### src/rtl/seq_pkg.sv
// Shared types and helpers for the column-multiplexed LED refresh sequencer.
package seq_pkg;

  typedef enum logic [1:0] {
    IDLE   = 2'd0,
    CONFIG = 2'd1,
    STREAM = 2'd2,
    BLANK  = 2'd3
  } seq_state_t;

  // Three colours per LED, POKER_MODE bits per colour, one LED per chain slot.
  function automatic int stream_cycles(input int poker_mode, input int led_per_driver);
    return 3 * led_per_driver * poker_mode;
  endfunction

  function automatic int max_int(input int a, input int b);
    return (a > b) ? a : b;
  endfunction

endpackage

### src/rtl/slice_sequencer.sv
// Column-multiplexed refresh scheduler: stream window, blanking with latch, config loads at slice boundaries.
// Optional build macro SEQ_SLICE_CNT_EN adds a free-running 16-bit slice counter output.
module slice_sequencer
  import seq_pkg::*;
#(
  parameter int POKER_MODE      = 9,
  parameter int LED_PER_DRIVER  = 16,
  parameter int MUX_COUNT       = 8,
  parameter int BLANKING_CYCLES = 72
) (
  input  logic                         clk_33,
  input  logic                         rst,
  input  logic                         enable,
  input  logic                         new_configuration_ready,
  input  logic                         config_done,
  output logic                         config_load,
  output logic                         driver_ready,
  output logic                         lat,
  output logic [MUX_COUNT-1:0]         mux_en,
  output logic [$clog2(MUX_COUNT)-1:0] mul_idx,
  output logic                         slice_start
`ifdef SEQ_SLICE_CNT_EN
  ,
  output logic [15:0]                  slice_cnt
`endif
);

  localparam int STREAM_CYCLES = stream_cycles(POKER_MODE, LED_PER_DRIVER);
  localparam int CNT_W         = $clog2(max_int(STREAM_CYCLES, BLANKING_CYCLES));
  localparam int IDX_W         = $clog2(MUX_COUNT);

  localparam logic [CNT_W-1:0] STREAM_LAST = CNT_W'(STREAM_CYCLES - 1);
  localparam logic [CNT_W-1:0] BLANK_LAST  = CNT_W'(BLANKING_CYCLES - 1);
  localparam logic [IDX_W-1:0] IDX_LAST    = IDX_W'(MUX_COUNT - 1);

  seq_state_t       state, state_next;
  logic [CNT_W-1:0] cnt, cnt_next;
  logic [IDX_W-1:0] mul_idx_next;
  logic             pending, pending_next;
  logic             stream_last, blank_last, slice_wrap;

  assign stream_last = (state == STREAM) && (cnt == STREAM_LAST);
  assign blank_last  = (state == BLANK)  && (cnt == BLANK_LAST);
  assign slice_wrap  = blank_last && (mul_idx == IDX_LAST);

  // A request arriving on the same cycle the drivers finish wins, so it is never lost.
  always_comb begin
    pending_next = pending;
    if (new_configuration_ready) begin
      pending_next = 1'b1;
    end else if ((state == CONFIG) && config_done) begin
      pending_next = 1'b0;
    end
  end

  // NOTE: every combinational output is given a default first so no path can infer a latch.
  always_comb begin
    state_next   = state;
    cnt_next     = cnt;
    mul_idx_next = mul_idx;
    case (state)
      IDLE: begin
        cnt_next = '0;
        if (pending) begin
          state_next = CONFIG;
        end else if (enable) begin
          state_next = STREAM;
        end
      end
      CONFIG: begin
        cnt_next = '0;
        if (config_done) begin
          state_next = enable ? STREAM : IDLE;
        end
      end
      STREAM: begin
        if (stream_last) begin
          state_next = BLANK;
          cnt_next   = '0;
        end else begin
          cnt_next = cnt + 1'b1;
        end
      end
      BLANK: begin
        if (blank_last) begin
          cnt_next = '0;
          if (mul_idx != IDX_LAST) begin
            mul_idx_next = mul_idx + 1'b1;
            state_next   = STREAM;
          end else begin
            // Slice boundary: the only point where a config load or a stop may happen.
            mul_idx_next = '0;
            if (pending) begin
              state_next = CONFIG;
            end else if (enable) begin
              state_next = STREAM;
            end else begin
              state_next = IDLE;
            end
          end
        end else begin
          cnt_next = cnt + 1'b1;
        end
      end
      default: begin
        state_next   = IDLE;
        cnt_next     = '0;
        mul_idx_next = '0;
      end
    endcase
  end

  // NOTE: sequential state uses non-blocking assignments so all registers update from pre-edge values.
  always_ff @(posedge clk_33) begin
    if (rst) begin
      state   <= IDLE;
      cnt     <= '0;
      mul_idx <= '0;
      pending <= 1'b0;
    end else begin
      state   <= state_next;
      cnt     <= cnt_next;
      mul_idx <= mul_idx_next;
      pending <= pending_next;
    end
  end

  // Moore decode from registered state only; no input reaches an output combinationally.
  always_comb begin
    config_load  = 1'b0;
    driver_ready = 1'b0;
    lat          = 1'b0;
    slice_start  = 1'b0;
    mux_en       = '0;
    case (state)
      CONFIG: config_load = 1'b1;
      STREAM: begin
        driver_ready = 1'b1;
        mux_en       = MUX_COUNT'(1) << mul_idx;
        slice_start  = (cnt == '0) && (mul_idx == '0);
      end
      BLANK:   lat = (cnt == '0);
      default: ;
    endcase
  end

`ifdef SEQ_SLICE_CNT_EN
  always_ff @(posedge clk_33) begin
    if (rst) begin
      slice_cnt <= '0;
    end else if (slice_wrap) begin
      slice_cnt <= slice_cnt + 16'd1;
    end
  end
`endif

endmodule

### config.mk
export PLATFORM = sky130hd
export DESIGN_NAME = slice_sequencer
export DESIGN_NICKNAME = d
export VERILOG_FILES = /design/src/rtl/seq_pkg.sv /design/src/rtl/slice_sequencer.sv
export SDC_FILE = /design/constraint.sdc
export NUM_CORES = 1
export LEC_CHECK = 0
export ABC_AREA = 0
export CAP_MARGIN = 20
export CORE_ASPECT_RATIO = 1.1
export CORE_MARGIN = 2
export CORE_UTILIZATION = 55
export CTS_BUF_LIST = sky130_fd_sc_hd__clkbuf_2 sky130_fd_sc_hd__clkbuf_4 sky130_fd_sc_hd__clkbuf_8
export DETAILED_ROUTE_END_ITERATION = 8
export HOLD_SLACK_MARGIN = 0.06
export PLACE_DENSITY = 0.94
export REMOVE_ABC_BUFFERS = 1
export SLEW_MARGIN = 20
export SYNTH_ARGS = -nofsm -noshare
export SYNTH_HDL_FRONTEND = slang
export SYNTH_SLANG_ARGS = --single-unit
### constraint.sdc
create_clock -name clk_33 -period 3.7 [get_ports clk_33]
set_input_delay 0.37 -clock clk_33 [delete_from_list [all_inputs] [get_ports clk_33]]
set_output_delay 0.37 -clock clk_33 [all_outputs]
set_load 0.05 [all_outputs]
# [Word-level counts from Yosys, hierarchy flattened]
# Index checks and enable logic that the tools add are counted.
[classes] n_addsub=2 n_eq_ne=10 n_shift=1 n_mux=20 reduce_logical=11
[ops] op="9-bit one-hot mux with 3 select lines" count=1
[ops] op="9-bit two-way mux" count=2
[ops] op="2-bit two-way mux" count=8
[ops] op="9-bit by 1-bit adder with 9-bit output (second input constant)" count=1
[ops] op="9-bit by 7-bit equality test with 1-bit output (second input constant)" count=1
[ops] op="9-bit equality test (second input constant)" count=1
[ops] op="9-bit zero test" count=1
[ops] op="8-bit two-way mux" count=1
[ops] op="2-bit one-hot mux with 4 select lines" count=1
[ops] op="1-bit by 3-bit left shift with 8-bit output (first input constant)" count=1
[ops] op="1-bit two-way mux" count=6
[ops] op="2-bit inequality test (second input constant)" count=3
[ops] op="3-bit inequality test (second input constant)" count=2
[ops] op="2-bit equality test (second input constant)" count=2
[ops] op="1-bit logical AND" count=4
[ops] op="4-bit AND reduction" count=1
[ops] op="3-bit by 1-bit adder with 3-bit output (second input constant)" count=1
[ops] op="3-bit zero test" count=1
[ops] op="3-bit two-way mux" count=1
[ops] op="2-bit by 1-bit equality test with 1-bit output (second input constant)" count=1
[ops] op="2-bit zero test" count=1
[ops] op="2-bit AND reduction" count=1
[ops] op="2-bit nonzero test" count=1
[ops] op="2-bit OR reduction" count=1
[totals] ff_bits=15 in_bits=5 output_inout_bits=15

# [Depth between registers and ports, before layout]
[logic_depth] depth_word=5 depth_mapped=6 depth_no_buf=6

# [Least setup slack after synthesis]
# Ideal clock, no wire load.
[synth_path] kind="flip-flop to output port" startpoint="register mul_idx[0]" endpoint="output port slice_start" arrival_time_ns=2.371 t_required_ns=3.330 path_slack_ns=0.959 stages_incl_launch_ff=5 cell_sequence="dfxtp_1 > inv_1 > ha_1 > inv_1 > nor4_1"
[synth_between] elab_chain_len=3
[synth_lines] item="start, declared" line_no="slice_sequencer.sv:20" source="output logic [$clog2(MUX_COUNT)-1:0] mul_idx,"
[synth_lines] item="start signal, assigned" line_no="slice_sequencer.sv:123" source="mul_idx <= mul_idx_next;"
[synth_lines] item="3-bit zero test" line_no="slice_sequencer.sv:140" source="slice_start = (cnt == '0) && (mul_idx == '0);"
[synth_lines] item="1-bit logical AND" line_no="slice_sequencer.sv:140"
[synth_lines] item="1-bit two-way mux" line_no="slice_sequencer.sv:135" source="case (state)"
[synth_lines] item="end, declared" line_no="slice_sequencer.sv:21" source="output logic slice_start"
# No other way between the ends.

# [Final worst setup path]
[layout_path] startpoint="register cnt[5]" endpoint="output port slice_start"
[layout_between] elab_chain_len=3
[layout_lines] item="start, declared" line_no="slice_sequencer.sv:37" source="logic [CNT_W-1:0] cnt, cnt_next;"
[layout_lines] item="start signal, assigned" line_no="slice_sequencer.sv:122" source="cnt <= cnt_next;"
[layout_lines] item="9-bit zero test" line_no="slice_sequencer.sv:140"
[layout_lines] item="1-bit logical AND" line_no="slice_sequencer.sv:140"
[layout_lines] item="1-bit two-way mux" line_no="slice_sequencer.sv:135"
# No other way between the ends.

==> impl_metrics.py <==
metrics = {
    "synthesis": {
        "yosysTopAreaCell": "dfxtp_1",
        "yosysSeqAreaShare": 0.326,
        "synth_edf_count": 0,
        "yosysWarnings": 0,
        "async_flop_share": 0,
        "synthFlopType": "dfxtp_1",
        "ys_types": 37,
        "synthTopCellsByCount": "nor2_1, dfxtp_1, inv_1, ha_1, nand2_1",
        "synthTopCellsByArea": "dfxtp_1, ha_1, nor2_1",
        "yosysMostFrequentCell": "nor2_1",
        "synth.ff_latch_count": 15,
        "netlist_area_um2": 922,
        "synth_top_area_frac": 0.326,
        "syn_area_per_cell_um2": 8.78,
        "syn-instance-count": 105,
    },
    "route": {
        "firstDrtPassIters": 6,
        "via_count": 797,
        "vias_per_cell": 5.57,
        "drc": 0,
        "drt_iter0_markers": 5,
        "final_antenna_net_count": 0,
        "drt-total-wl_um": 1750,
        "wl_per_cell_um": 12.2,
    },
    "sta": {
        "finalHoldViolations": 0,
        "setup_viol": 0,
        "finalSetupTns_ps": 0,
        "fin_skew_ps": 0.974,
        "fin_ws_ps": 1110,
        "finalCritPeriodShare": 0.699,
        "final.min_clock_period_ps": 2590,
        "maxSlewViolCount": 0,
        "max_slew_margin": 0.668,
        "rsz0062_at_grt": "no",
        "fmax_mhz": 387,
        "worstMarginPinSlew_ps": 497,
    },
    "clock_tree": {
        "cts_num_sinks": 15,
        "cts_tree": "done",
        "htree_levels": 1,
        "postCtsSetupRepairBufs": 0,
        "clk_path_buf_depth": 2,
        "cts_resized": 0,
        "clock_latency_ps": 280,
        "cts_made_buffers": 3,
        "cts_hold_buf": 0,
        "clockRootBuffer": "clkbuf_4",
        "path_clk_slew_ps": 80,
    },
    "critical_path": {
        "end_kind": "output port",
        "cp-start-kind": "flip-flop",
        "worstPathRequired_ps": 3330,
        "path_cells": "nor4_4, nand4b_1, nor4_1, clkdlybuf4s50_1",
        "crit_cells": 4,
        "critical_path_buf_inv_count": 1,
        "crit_family": "buffers and inverters",
        "path_class": "reg -> out",
        "cp_slowest_cell": "clkdlybuf4s50_1",
        "crit_path_max_fanout": 4,
        "crit_arrival_ps": 2220,
        "max_stage_delay_ps": 850,
        "reg2reg_depth": 5,
    },
    "finish": {
        "drive_gt1_frac": 0.111,
        "area_growth_pct": 24.4,
        "antennaDiodeCount": 0,
        "fin_area_um2": 1150,
        "fill_cells": 119,
        "nets": 140,
    },
    "min_path": {
        "hold_path_class": "reg -> reg",
        "whs_path_depth": 1,
    },
    "placed_design": {
        "gp_congestion": 0.825,
        "dp_hpwl_um": 1410,
        "placed_cell_area_um2": 1120,
        "post-place-ws_ps": 1410,
        "port_buffers": 19,
    },
    "global_route": {
        "grt_pass1_wl_um": 2960,
        "grt_max_degree": 11,
        "grt.total_usage": 0.197,
        "overflow": 0,
        "grt_pass1_vias": 751,
        "grt_antenna_before_repair": 0,
    },
    "floorplanning": {
        "coreArea_um2": 1580,
        "io_pins": 20,
        "rows": 15,
        "start_util": 0.585,
        "die_h_um": 46.9,
        "die_w_um": 43.0,
        "dieArea_um2": 2020,
    },
    "run": {
        "cap_viol_max_count": 0,
    },
    "pwr": {
        "power_density_nw_per_um2": 376,
        "p_leak_nw": 0.463,
        "peakVddDrop_uv": 286,
    },
    "outcome": {
        "status": "completed",
    },
}
==> worst paths after layout <==
path | start | end | slack (ps)
setup / recovery | cnt[5] | slice_start | 1110
hold reg to reg | cnt[0] | cnt[0] | 480
setup reg to reg | cnt[0] | cnt[4] | 2020
hold / removal | cnt[0] | cnt[0] | 480
==> flip-flops by register name (all words and copies together), names as in the netlist <==
| name | cells |
|---|---|
| cnt | 9 |
| mul_idx | 3 |
| pending | 1 |
| state | 2 |
==> final cells by class <==
class,instances,area (um^2),share of cell area
clock buffers,4,30.0,0.0262
well taps,17,21.3,0.0185
repair buffers,19,190,0.166
inverters,10,37.5,0.0327
flip-flops and latches,15,300,0.262
multi-input cells,78,568,0.495
==> cell usage in the layout (no fill, tap or decap), types with 3 or more instances in the layout <==
master and count:
clkdlybuf4s50_1 19, nor2_1 17, dfxtp_1 15, inv_1 9
ha_1 8, nand2_1 7, and3_1 5, xor2_1 4
clkbuf_4 4, nor3_1 3, xnor2_1 3
==> per-stage QoR <==
stage               instances  power [mW]  utilization  hold WS, ps
floorplan                 103       0.295            -          430
global placement          139       0.335        0.709          444
detailed placement        139       0.338        0.709          452
CTS                       143       0.436        0.728          471
global route              143       0.456        0.728          487
finish                    143       0.431        0.728          476
==> cell families (layout without fill, tap and decap cells) <==
group                      count (synthesis)  in the layout  synth area share
AOI/OAI and AO/OA                         12             12             0.122
DFF                                       15             15             0.326
xor gates and xnor gates                   7              7            0.0665
muxes                                      1              1            0.0109
and+or+nand+nor                           50             50             0.308
adders and majority gates                  8              8             0.109
buffers and inverters                     12             33            0.0583
==> report_power, final <==
group	switching (mW)	internal, mW	leakage (nW)	total (mW)
sequential	0.0164	0.170	0.122	0.187
combinational	0.0927	0.0544	0.322	0.147
clock	0.0482	0.0492	0.0184	0.0974
total	0.157	0.274	0.463	0.431
==> routing by layer <==
layer | up-vias | global-route usage | routed length [um]
met4 | 0 | 0.133 | 54
met2 | 31 | 0.379 | 866
met1 | 353 | 0.214 | 741
li1 | 406 | - | -
met3 | 7 | 0.0115 | 85
met5 | - | 0 | 0
(Power assumes the default switching activity.)
